[config.mk]
export PLATFORM = sky130hd
export DESIGN_NAME = play_engine_flat
export DESIGN_NICKNAME = d
export VERILOG_FILES = /design/src/rtl/play_pkg.sv /design/src/rtl/play_engine_if.sv /design/src/rtl/play_engine.sv /design/src/flat_wrapper.sv
export SDC_FILE = /design/constraint.sdc
export NUM_CORES = 1
export LEC_CHECK = 0
export CAP_MARGIN = 20
export CORE_MARGIN = 1.5
export CORE_UTILIZATION = 40
export DETAILED_ROUTE_END_ITERATION = 12
export SETUP_SLACK_MARGIN = 0.05
export SYNTH_ARGS = -nofsm -noshare
export SYNTH_HDL_FRONTEND = slang
export SYNTH_SLANG_ARGS = --single-unit
[constraint.sdc]
create_clock -name i_clk -period 4.47 [get_ports i_clk]
set_input_delay 0.447 -clock i_clk [delete_from_list [all_inputs] [get_ports i_clk]]
set_output_delay 0.447 -clock i_clk [all_outputs]
set_load 0.1 [all_outputs]
[src/rtl/play_pkg.sv]
// Shared types and default parameter values for the clip playback engine.
package play_pkg;

   localparam int unsigned DEF_ADDR_W   = 23;
   localparam int unsigned DEF_DATA_W   = 32;
   localparam int unsigned DEF_CHANNELS = 2;

   typedef enum logic [2:0] {
      StIdle,
      StReadLen,
      StRead,
      StPlay,
      StPause
   } state_e;

   typedef enum logic [1:0] {
      MODE_NORMAL,
      MODE_FAST,
      MODE_SLOW,
      MODE_REVERSE
   } mode_e;

endpackage

[src/rtl/play_engine_if.sv]
// SDRAM read port and audio sink handshake of the playback engine.
interface play_engine_if import play_pkg::*; #(
   parameter int unsigned ADDR_W = DEF_ADDR_W,
   parameter int unsigned DATA_W = DEF_DATA_W
);
   logic              play_read;
   logic [ADDR_W-1:0] play_addr;
   logic [DATA_W-1:0] play_readdata;
   logic              play_sdram_finished;
   logic              play_audio_valid;
   logic [DATA_W-1:0] play_audio_data;
   logic              play_audio_ready;

   modport master (
      output play_read, play_addr, play_audio_valid, play_audio_data,
      input  play_readdata, play_sdram_finished, play_audio_ready
   );

   modport slave (
      input  play_read, play_addr, play_audio_valid, play_audio_data,
      output play_readdata, play_sdram_finished, play_audio_ready
   );
endinterface

[src/rtl/play_engine.sv]
// Clip playback engine: reads a length header, then streams sample words from SDRAM to an
// audio sink with speed/reverse/loop modes, pause and stop.
module play_engine import play_pkg::*; #(
   parameter int unsigned ADDR_W   = DEF_ADDR_W,
   parameter int unsigned DATA_W   = DEF_DATA_W,
   parameter int unsigned CHANNELS = DEF_CHANNELS
) (
   input  logic              i_clk,
   input  logic              i_rst_n,
   input  logic              play_start,
   input  logic [ADDR_W-1:0] play_select,
   input  logic [1:0]        play_mode,
   input  logic              play_loop,
   input  logic              play_pause,
   input  logic              play_stop,
   output logic              play_done,
   output logic [ADDR_W-1:0] play_pos,
   play_engine_if.master     bus
);

   localparam int unsigned CNT_W = $clog2(2 * CHANNELS + 1);

   state_e              state_q, state_d;
   mode_e               mode_q, mode_d;
   logic                loop_q, loop_d;
   logic                stop_q, stop_d;
   logic                done_q, done_d;
   logic [ADDR_W-1:0]   addr_q, addr_d;
   logic [ADDR_W-1:0]   first_q, first_d;
   logic [ADDR_W-1:0]   len_q, len_d;
   logic [ADDR_W-1:0]   pos_q, pos_d;
   logic [CNT_W-1:0]    cnt_q, cnt_d;
   logic [DATA_W-1:0]   data_q, data_d;

   logic                valid;
   logic                hs;
   logic                stop_any;
   logic [CNT_W-1:0]    per_word;
   logic [ADDR_W-1:0]   rd_len;
   logic [ADDR_W-1:0]   pos_n;
   logic [ADDR_W-1:0]   addr_n;

   // Pause gates valid combinationally so no handshake can slip through the pausing cycle.
   assign valid                = ((state_q == StPlay) || (state_q == StPause)) && !play_pause;
   assign bus.play_read        = (state_q == StReadLen) || (state_q == StRead);
   assign bus.play_addr        = addr_q;
   assign bus.play_audio_valid = valid;
   assign bus.play_audio_data  = data_q;
   assign play_done            = done_q;
   assign play_pos             = pos_q;

   always_ff @(posedge i_clk or negedge i_rst_n) begin
      if (!i_rst_n) begin
         state_q <= StIdle;
         mode_q  <= MODE_NORMAL;
         loop_q  <= 1'b0;
         stop_q  <= 1'b0;
         done_q  <= 1'b0;
         addr_q  <= '0;
         first_q <= '0;
         len_q   <= '0;
         pos_q   <= '0;
         cnt_q   <= '0;
         data_q  <= '0;
      end else begin
         state_q <= state_d;
         mode_q  <= mode_d;
         loop_q  <= loop_d;
         stop_q  <= stop_d;
         done_q  <= done_d;
         addr_q  <= addr_d;
         first_q <= first_d;
         len_q   <= len_d;
         pos_q   <= pos_d;
         cnt_q   <= cnt_d;
         data_q  <= data_d;
      end
   end

   always_comb begin
      state_d  = state_q;
      mode_d   = mode_q;
      loop_d   = loop_q;
      stop_d   = stop_q;
      done_d   = 1'b0;
      addr_d   = addr_q;
      first_d  = first_q;
      len_d    = len_q;
      pos_d    = pos_q;
      cnt_d    = cnt_q;
      data_d   = data_q;

      hs       = valid && bus.play_audio_ready;
      stop_any = stop_q || play_stop;
      rd_len   = bus.play_readdata[ADDR_W-1:0];
      per_word = (mode_q == MODE_SLOW) ? CNT_W'(2 * CHANNELS) : CNT_W'(CHANNELS);
      pos_n    = pos_q + ((mode_q == MODE_FAST) ? ADDR_W'(2) : ADDR_W'(1));
      addr_n   = (mode_q == MODE_REVERSE) ? addr_q - ADDR_W'(1) :
                 addr_q + ((mode_q == MODE_FAST) ? ADDR_W'(2) : ADDR_W'(1));

      unique case (state_q)
         StIdle: begin
            if (play_start) begin
               state_d = StReadLen;
               addr_d  = play_select;
               mode_d  = mode_e'(play_mode);
               loop_d  = play_loop;
               stop_d  = 1'b0;
               pos_d   = '0;
               cnt_d   = '0;
            end
         end
         StReadLen: begin
            // A stop here is held until the header read retires.
            stop_d = stop_any;
            if (bus.play_sdram_finished) begin
               stop_d = 1'b0;
               len_d  = rd_len;
               if (stop_any || (rd_len == '0)) begin
                  state_d = StIdle;
                  done_d  = 1'b1;
               end else begin
                  first_d = (mode_q == MODE_REVERSE) ? addr_q + rd_len : addr_q + ADDR_W'(1);
                  addr_d  = first_d;
                  state_d = StRead;
               end
            end
         end
         StRead: begin
            stop_d = stop_any;
            if (bus.play_sdram_finished) begin
               stop_d = 1'b0;
               if (stop_any) begin
                  state_d = StIdle;
                  done_d  = 1'b1;
                  pos_d   = '0;
               end else begin
                  data_d  = bus.play_readdata;
                  cnt_d   = '0;
                  state_d = StPlay;
               end
            end
         end
         StPlay, StPause: begin
            if (play_stop) begin
               state_d = StIdle;
               done_d  = 1'b1;
               pos_d   = '0;
            end else if (play_pause) begin
               state_d = StPause;
            end else begin
               state_d = StPlay;
               if (hs) begin
                  if (cnt_q == per_word - CNT_W'(1)) begin
                     cnt_d = '0;
                     // End of clip is decided by offset alone; addresses may wrap.
                     if (pos_n >= len_q) begin
                        if (loop_q) begin
                           pos_d   = '0;
                           addr_d  = first_q;
                           state_d = StRead;
                        end else begin
                           pos_d   = '0;
                           done_d  = 1'b1;
                           state_d = StIdle;
                        end
                     end else begin
                        pos_d   = pos_n;
                        addr_d  = addr_n;
                        state_d = StRead;
                     end
                  end else begin
                     cnt_d = cnt_q + CNT_W'(1);
                  end
               end
            end
         end
         default: state_d = StIdle;
      endcase
   end

endmodule
[src/flat_wrapper.sv]
// flat-port wrapper written by rule: the top's interface ports become plain ports
module play_engine_flat import play_pkg::*;
#(
   parameter int unsigned ADDR_W   = DEF_ADDR_W,
   parameter int unsigned DATA_W   = DEF_DATA_W,
   parameter int unsigned CHANNELS = DEF_CHANNELS
)
  (i_clk, i_rst_n, play_start, play_select, play_mode, play_loop, play_pause, play_stop, play_done, play_pos, bus_play_read, bus_play_addr, bus_play_audio_valid, bus_play_audio_data, bus_play_readdata, bus_play_sdram_finished, bus_play_audio_ready);
  play_engine_if #(.ADDR_W(ADDR_W), .DATA_W(DATA_W)) bus_i ();
  input  logic i_clk;
  input  logic i_rst_n;
  input  logic play_start;
  input  logic [ADDR_W-1:0] play_select;
  input  logic [1:0] play_mode;
  input  logic play_loop;
  input  logic play_pause;
  input  logic play_stop;
  output logic play_done;
  output logic [ADDR_W-1:0] play_pos;
  output wire logic [$bits(bus_i.play_read)-1:0] bus_play_read;
  output wire logic [$bits(bus_i.play_addr)-1:0] bus_play_addr;
  output wire logic [$bits(bus_i.play_audio_valid)-1:0] bus_play_audio_valid;
  output wire logic [$bits(bus_i.play_audio_data)-1:0] bus_play_audio_data;
  input wire logic [$bits(bus_i.play_readdata)-1:0] bus_play_readdata;
  input wire logic [$bits(bus_i.play_sdram_finished)-1:0] bus_play_sdram_finished;
  input wire logic [$bits(bus_i.play_audio_ready)-1:0] bus_play_audio_ready;
  assign bus_play_read = bus_i.play_read;
  assign bus_play_addr = bus_i.play_addr;
  assign bus_play_audio_valid = bus_i.play_audio_valid;
  assign bus_play_audio_data = bus_i.play_audio_data;
  assign bus_i.play_readdata = bus_play_readdata;
  assign bus_i.play_sdram_finished = bus_play_sdram_finished;
  assign bus_i.play_audio_ready = bus_play_audio_ready;
  play_engine #(.ADDR_W(ADDR_W), .DATA_W(DATA_W), .CHANNELS(CHANNELS)) u_core (.i_clk(i_clk), .i_rst_n(i_rst_n), .play_start(play_start), .play_select(play_select), .play_mode(play_mode), .play_loop(play_loop), .play_pause(play_pause), .play_stop(play_stop), .play_done(play_done), .play_pos(play_pos), .bus(bus_i));
endmodule
==> flow_summary.rst, run 1 <==
.. list-table::
   :header-rows: 1

   * - Metric
     - Value
   * - Run status
     - finished with violations
   * - Failing checks
     - negative setup slack
   * - Multi-input gate area
     - 6030 sq um
   * - RD Place Congestion
     - 0.896
   * - Final worst-path setup slack
     - -0.257 ns
   * - Crit share post-route
     - 106%
   * - Seq. cell area
     - 3390 sq um
   * - Delay of the slowest cell on the worst path
     - 0.43 ns
   * - Critical path, cell by cell
     - nand2b_4 > ha_4 > inv_2 > fa_2 > nand3b_1 > nor2_2 > nand4_1 > nor2_2 > and2_4 > nand4_1 > xnor2_2 > ha_1 > nand3_2 > or3_4 > or4_4 > o32ai_4 > nor3_4 > buf_12 > buf_12 > o31a_1 > buf_12 > o211a_1
   * - Flop and latch count out of synthesis
     - 135
   * - Cell count after synthesis
     - 1050
   * - Transition time at the pin with the least slew margin
     - 1.01 ns
   * - TritonCTS clock tree
     - done
   * - RSZ-0062 raised after global routing
     - yes
   * - Synthesis-to-layout area growth
     - 35.0%
   * - Worst setup path class
     - flop to flop
   * - Dominant combinational cell family by area after synthesis
     - compound AO/OA/AOI/OAI gates
   * - Post-synthesis compound-gate area fraction
     - 20.6%
   * - Fraction of synthesized cell area taken by the top area cell type
     - 35.3%
   * - Fin. max-slew vios
     - 0
   * - Vias in the first global route
     - 8603
   * - Total overflow reported by the global router
     - 0
   * - Horizontal extent of the die
     - 158 microns
   * - Layout Cell Area excl Fill
     - 12900 sq um
   * - Cell taking the most area after synthesis
     - dfrtp_1
   * - Sum of routed wire length over all layers
     - 29.7 mm
   * - Maximum number of pins on one net before global-route repair
     - 58
   * - Synth Warn #
     - 0
   * - Fin Setup TNS
     - -5.04 ns
   * - Mean number of vias per cell
     - 5.55
   * - Iteration-0 DRC Markers
     - 657
   * - Most frequent cell after synthesis
     - dfrtp_1
   * - H-tree depth
     - 4
   * - Final critical delay including setup and external delays
     - 4.73 ns
   * - Number of vias in the routed layout
     - 8838
   * - Clk sink count
     - 135
   * - Number of synthesized flops with an enable pin
     - 0
   * - # Max-Cap Violations
     - 0
   * - Net Switching
     - 5.60 mW
   * - Cell types with the largest area share after synthesis
     - dfrtp_1 (35%), ha_1 (9.2%), mux2_2 (6.7%)
   * - Proportion of layout cells with a drive suffix above 1
     - 20.3%
   * - Pre-CTS WS
     - -0.603 ns
   * - Part of the total power dissipated in the clock network
     - 14.1%
   * - Worst IR Drop VDD
     - 378 uV
   * - GRT Total Usage
     - 24.4%
   * - Initial antenna violation count
     - 0
   * - Max Fclk
     - 0.212 GHz
   * - Total of buffers placed on input and output ports
     - 145
   * - Root buffer cell
     - clkbuf_16
   * - DR DRC count
     - 0
   * - Critical-path maximum fanout
     - 24
   * - Final number of hold-violating endpoints
     - 0
   * - Crit path buffers/inverters
     - 4
   * - Post-detail-place hpwl
     - 22.3 mm
   * - Startpoint types
     - flop
   * - Post-Synth Simple-Gate Area
     - 17.4%
   * - Leakage power of the design
     - 5.85 nW
   * - Synth top cells by count
     - dfrtp_1 (135), nand2_1 (117), o21ai_0 (87), ha_1 (70), a21oi_1 (62)
   * - IO Pins
     - 146
   * - Portion of total power attributed to sequential cells
     - 19.7%
   * - Standard-cell row count
     - 56
   * - Combinational share of power
     - 66.2%
   * - Part of the Yosys area used for sequential elements
     - 35.3%
   * - Final setup vio count
     - 41
   * - Gate family responsible for the most delay along the worst path
     - simple AND/OR/NAND/NOR gates
   * - Synthesized net count
     - 1188
   * - Die Y
     - 158 microns
   * - Pint
     - 5.19 mW
   * - Count of fill cells added during filler insertion
     - 2096
   * - Max transition margin
     - 32.6%
   * - Worst-Skew Late Latency
     - 0.43 ns
   * - Synthesized area per cell
     - 9.10 sq um
   * - Fin Clk Skew
     - 0.0109 ns
   * - Net total in the final layout
     - 1398
   * - 1st-pass router iterations
     - 5
   * - Number of buffers inserted during clock tree synthesis
     - 17
   * - Adder and majority cell fraction of the synthesized area
     - 9.79%
   * - Summed instance area of the synthesized netlist
     - 9560 sq um
   * - Diodes inserted
     - 0
   * - Power Density
     - 836 nW/um^2
   * - Share of synthesized registers carrying an async set or reset
     - 100%
   * - Core region area
     - 23500 sq um
   * - Overall die area
     - 24800 sq um
   * - Cell at the slowest stage of the critical path
     - or4_4
   * - Wire length of the first global-routing pass
     - 46.5 mm
   * - Switching part of the total
     - 51.9%
   * - Longest Clk Path Bufs
     - 2
   * - Post-DRT Antenna Nets
     - 0
   * - Wire per inst
     - 18.7 microns
   * - Data required, critical path
     - 4.78 ns
   * - Hold WC Path Type
     - flop to flop
   * - Data arrival time of the critical path
     - 5.04 ns
   * - Endpoint kind of the worst setup timing path
     - flop
   * - Netlist cell types
     - 79
   * - Clock transition at the register clock pins on the worst setup and hold paths after CTS
     - 0.06 ns
   * - XOR/XNOR Fraction of Synth Area
     - 5.22%
   * - Top flip-flop cell by instance count after synthesis
     - dfrtp_1
   * - Most used cell along the critical path
     - buf_12
   * - Effective utilization at floorplan
     - 40.7%
   * - Total placed instance area
     - 11900 sq um
   * - Share of synthesized area spent on multiplexers
     - 7.71%
-- power by group through the flow --
stage | combinational [mW] | clock, mW | sequential, mW
after detailed placement | 6.92 | 0 | 2.12
after global routing | 7.74 | 1.59 | 2.18
after floorplan | 3.63 | 0 | 3.59
final | 7.15 | 1.52 | 2.12
after global placement | 6.86 | 0 | 2.10
after CTS | 7.08 | 1.54 | 2.11
-- cells in the final DEF, fill, tap and decap left out, types with 5 or more instances in the layout --
| master | n |
|---|---|
| a221oi_1 | 6 |
| a222oi_1 | 6 |
| clkdlybuf4s50_1 | 143 |
| o31a_1 | 5 |
| a21oi_1 | 58 |
| xor2_1 | 24 |
| nand4_1 | 10 |
| buf_6 | 5 |
| o31ai_1 | 5 |
| clkbuf_16 | 18 |
| inv_1 | 47 |
| nand2_1 | 105 |
| dfrtp_2 | 6 |
| dfrtp_1 | 127 |
| mux2i_1 | 5 |
| nor2_2 | 14 |
| nor2b_1 | 8 |
| and3_1 | 31 |
| nand2_2 | 11 |
| a22o_1 | 19 |
| or3_1 | 5 |
| a21o_1 | 15 |
| ha_1 | 69 |
| buf_4 | 74 |
| o21ai_0 | 74 |
| mux2_2 | 56 |
| o221ai_1 | 5 |
| buf_12 | 7 |
| nor2_1 | 43 |
| nand2b_1 | 13 |
| nor4_1 | 9 |
| o21ai_1 | 14 |
| o211ai_1 | 9 |
| nand3_1 | 28 |
| o21bai_1 | 5 |
| xnor2_1 | 31 |
| a22oi_1 | 7 |
| nor3_1 | 22 |
| a31oi_1 | 8 |
-- what timing repair did --
item                                    in CTS  in global routing
gates resized for setup                     31                 38
endpoints found under the hold margin        7                  0
setup buffers                               12                  7
hold buffers                                 1                  0
cloned                                       1                  1
pin swaps                                   20                 11
endpoints found under the setup margin      48                 48
-- registers in the layout (all words and copies together) (netlist names) --
signal,cells
u_core.play_done,1
u_core.bus.play_audio_data,32
u_core.cnt_q,3
u_core.len_q,23
u_core.loop_q,1
u_core.bus.play_addr,23
u_core.state_q,3
u_core.stop_q,1
u_core.mode_q,2
u_core.play_pos,23
u_core.first_q,23
-- path summary, 6_finish.rpt --
check,from,end,slack (ns),depth (start not counted)
max,u_core.mode_q[0],u_core.bus.play_addr[4],-0.26,22
min,u_core.first_q[12],u_core.first_q[12],0.48,2
max reg2reg,u_core.mode_q[0],u_core.bus.play_addr[4],-0.26,22
min reg2reg,u_core.first_q[12],u_core.first_q[12],0.48,2
max in group asynchronous,i_rst_n,u_core.first_q[4],2.95,3
min in group asynchronous,i_rst_n,u_core.play_pos[21],0.54,2
-- metal layers --
layer	track usage, %	wire length, microns	vias up
met3	3.09	1400	39
met5	0	0	-
met1	34.1	13900	4256
met4	9.12	733	0
li1	-	-	4290
met2	38.5	13700	253
-- cell families (layout without fill, tap and decap cells) --
family,count (synthesis),after routing
buffers and inverters,93,316
DFF,135,135
and+or+nand+nor,336,336
xor gates and xnor gates,57,57
AOI/OAI and AO/OA,291,291
adders and majority gates,73,73
muxes,65,65
-- worst min-delay path: cells and delay by family (launching register included) --
| kind | cells | cell delay (ns) |
|---|---|---|
| AOI/OAI and AO/OA | 1 | 0.06 |
| and+or+nand+nor | 1 | 0.05 |
| DFF | 1 | 0.34 |
-- stage by stage --
step	total power, mW	util [%]	instances	hold WS, ns
after floorplan	7.22	-	1050	0.151
after global placement	8.97	50.6	1540	0.450
after detailed placement	9.03	50.6	1540	0.449
after CTS	10.7	54.3	1585	0.483
after global routing	11.5	55.0	1592	0.504
final	10.8	55.0	1592	0.485
-- cell type report --
class / count / area share [%]
clock buffers: 19 / 3.35
multi-input cells: 822 / 46.8
repair buffers: 234 / 17.5
flip-flops and latches: 135 / 26.3
clock inverters: 13 / 1.51
inverters: 50 / 1.45
well taps: 319 / 3.09
No activity file was read; power rests on OpenSTA's default activity.
==> run 2, diff against run 1 <==
==> constraint.sdc (replaced) <==
create_clock -name i_clk -period 4.47 [get_ports i_clk]
set_input_delay 0.447 -clock i_clk [delete_from_list [all_inputs] [get_ports i_clk]]
set_output_delay 0.447 -clock i_clk [all_outputs]
set_load 0.05 [all_outputs]
==> flow_summary.rst, run 2 (synthesis results as in run 1) <==
.. list-table::
   :header-rows: 1

   * - Metric
     - Value
   * - Wire per inst
     - 19.0 microns (was 18.7 microns)
   * - Initial antenna violation count
     - 0 (unchanged)
   * - Data arrival time of the critical path
     - 4.99 ns (was 5.04 ns)
   * - Total overflow reported by the global router
     - 0 (unchanged)
   * - Transition time at the pin with the least slew margin
     - 1.03 ns (was 1.01 ns)
   * - Startpoint types
     - flop (unchanged)
   * - RD Place Congestion
     - 0.894 (was 0.896)
   * - Data required, critical path
     - 4.78 ns (about the same)
   * - Clk sink count
     - 135 (unchanged)
   * - Fin Clk Skew
     - 0.00940 ns (was 0.0109 ns)
   * - # Max-Cap Violations
     - 0 (unchanged)
   * - Iteration-0 DRC Markers
     - 610 (was 657)
   * - Diodes inserted
     - 0 (unchanged)
   * - Max Fclk
     - 0.214 GHz (was 0.212 GHz)
   * - Synthesis-to-layout area growth
     - 36.8% (was 35.0%)
   * - Leakage power of the design
     - 5.95 nW (was 5.85 nW)
   * - Fin. max-slew vios
     - 0 (unchanged)
   * - Crit path buffers/inverters
     - 3 (was 4)
   * - 1st-pass router iterations
     - 6 (was 5)
   * - CTS Hold Bufs
     - 0 (was 1)
   * - Total chip power
     - 9.86 mW (was 10.8 mW)
   * - Power Density
     - 755 nW/um^2 (was 836 nW/um^2)
   * - Total placed instance area
     - 11900 sq um (about the same)
   * - Failing checks
     - negative setup slack (unchanged)
   * - Hold WC Path Type
     - primary input to async pin (was flop to flop)
   * - Most frequent standard cell in the layout excluding fill and tap cells
     - clkdlybuf4s50_1 (unchanged)
   * - Worst IR Drop VDD
     - 380 uV (was 378 uV)
   * - Number of buffers inserted during clock tree synthesis
     - 17 (unchanged)
   * - Net total in the final layout
     - 1412 (was 1398)
   * - Highest-count cells in the layout ignoring fill and taps
     - clkdlybuf4s50_1 (144), dfrtp_1 (133), nand2_1 (111), buf_4 (78), o21ai_0 (72) (was clkdlybuf4s50_1 (143), dfrtp_1 (127), nand2_1 (105), o21ai_0 (74), buf_4 (74))
   * - Sum of routed wire length over all layers
     - 30.6 mm (was 29.7 mm)
   * - Number of flip-flops in the largest register
     - 32 (unchanged)
   * - Layout Cell Area excl Fill
     - 13100 sq um (was 12900 sq um)
   * - H-tree depth
     - 4 (unchanged)
   * - Final Hold Slack
     - 0.0394 ns (was 0.485 ns)
   * - Length in cells of the worst reg-to-reg path
     - 22 (unchanged)
   * - Worst-Skew Late Latency
     - 0.43 ns (about the same)
   * - Root buffer cell
     - clkbuf_16 (unchanged)
   * - TritonCTS clock tree
     - done (unchanged)
   * - RSZ-0062 raised after global routing
     - yes (unchanged)
   * - Post-DRT Antenna Nets
     - 0 (unchanged)
   * - IO Pins
     - 146 (unchanged)
   * - DR DRC count
     - 0 (unchanged)
   * - Number of vias in the routed layout
     - 9015 (was 8838)
   * - Gate family responsible for the most delay along the worst path
     - simple AND/OR/NAND/NOR gates (unchanged)
   * - Final critical delay including setup and external delays
     - 4.67 ns (was 4.73 ns)
   * - Final worst-path setup slack
     - -0.202 ns (was -0.257 ns)
   * - Total of buffers placed on input and output ports
     - 145 (unchanged)
   * - Post-detail-place hpwl
     - 22.4 mm (was 22.3 mm)
   * - Maximum number of pins on one net before global-route repair
     - 70 (was 58)
   * - Delay of the slowest cell on the worst path
     - 0.43 ns (about the same)
   * - GRT Total Usage
     - 25.1% (was 24.4%)
   * - Count of cell instances traversed by the critical path
     - 22 (unchanged)
   * - Critical path, cell by cell
     - nand2b_4 > ha_4 > inv_2 > fa_2 > nand3b_1 > nor2_2 > nand4_1 > nor2_2 > and2_4 > nand4_1 > xnor2_2 > ha_1 > nand3_2 > or3_4 > or4_4 > o32ai_4 > buf_12 > nor3_4 > buf_6 > mux2_4 > a222oi_1 > o21ai_1 (was nand2b_4 > ha_4 > inv_2 > fa_2 > nand3b_1 > nor2_2 > nand4_1 > nor2_2 > and2_4 > nand4_1 > xnor2_2 > ha_1 > nand3_2 > or3_4 > or4_4 > o32ai_4 > nor3_4 > buf_12 > buf_12 > o31a_1 > buf_12 > o211a_1)
   * - Mean number of vias per cell
     - 5.61 (was 5.55)
   * - Fin Setup TNS
     - -4.43 ns (was -5.04 ns)
   * - Critical-path maximum fanout
     - 5 (was 24)
   * - Final number of hold-violating endpoints
     - 0 (unchanged)
   * - Setup slack of the worst register-to-register path
     - -0.20 ns (was -0.26 ns)
   * - Standard-cell row count
     - 56 (unchanged)
   * - Horizontal extent of the die
     - 158 microns (unchanged)
   * - Overall die area
     - 24800 sq um (unchanged)
   * - Core region area
     - 23500 sq um (unchanged)
   * - Longest Clk Path Bufs
     - 2 (unchanged)
   * - Effective utilization at floorplan
     - 40.7% (unchanged)
   * - Final setup vio count
     - 44 (was 41)
   * - Proportion of layout cells with a drive suffix above 1
     - 20.7% (was 20.3%)
   * - Vias in the first global route
     - 8757 (was 8603)
   * - Crit share post-route
     - 105% (was 106%)
   * - Clock transition at the register clock pins on the worst setup and hold paths after CTS
     - 0.07 ns (was 0.06 ns)
   * - Max transition margin
     - 30.9% (was 32.6%)
   * - Die Y
     - 158 microns (unchanged)
   * - Cell at the slowest stage of the critical path
     - or4_4 (unchanged)
   * - Wire length of the first global-routing pass
     - 47.5 mm (was 46.5 mm)
   * - Worst setup path class
     - flop to flop (unchanged)
   * - Endpoint kind of the worst setup timing path
     - flop (unchanged)
   * - Run status
     - finished with violations (unchanged)
-- run 2: through the flow --
step	std cells	utilization (%)	setup WS (ns)
final	1606	55.7	-0.202
after global routing	1606	55.7	-0.430
after CTS	1596	54.7	-0.164
after detailed placement	1546	50.8	-0.466
after global placement	1546	50.8	-0.359
after floorplan	1050	-	-0.319
-- run 2: path summary, 6_finish.rpt --
check / startpoint / endpoint
setup / recovery: u_core.mode_q[0] / u_core.bus.play_addr[10]
hold / removal: i_rst_n / u_core.play_pos[17]
setup reg to reg: u_core.mode_q[0] / u_core.bus.play_addr[10]
hold reg to reg: u_core.first_q[6] / u_core.first_q[6]
max in group asynchronous: i_rst_n / u_core.bus.play_addr[2]
min in group i_clk: u_core.first_q[6] / u_core.first_q[6]
-- run 2: cell type report --
cell class / instances / area (sq um)
multi-input cells: 823 / 6120
inverters: 50 / 188
clock inverters: 14 / 140
well taps: 319 / 399
repair buffers: 247 / 2420
fillers: 2154 / 10400
clock buffers: 18 / 429
flip-flops and latches: 135 / 3380
-- run 2: where the power goes --
group          switching, mW  internal [mW]  total, mW
Combinational           3.77           2.58       6.35
Clock                  0.611          0.782       1.39
Sequential             0.433           1.69       2.12
Total                   4.81           5.05       9.86
-- run 2: routing by layer --
metal | part of all wire [%] | global-route usage [%] | vias to the layer above
met4 | 2.2 | 8.49 | 0
met5 | 0 | 0 | -
met1 | 46 | 33.6 | 4338
met3 | 4.8 | 3.75 | 47
met2 | 47 | 41.3 | 287
li1 | - | - | 4343
-- run 2: repair_timing --
action                     4_1_cts  5_1_grt
setup buffers                   16        9
pin swaps                       26       30
gates cloned                     3        1
setup endpoints to repair       47       48
gates resized for setup         42       37
hold endpoints to repair         0        0
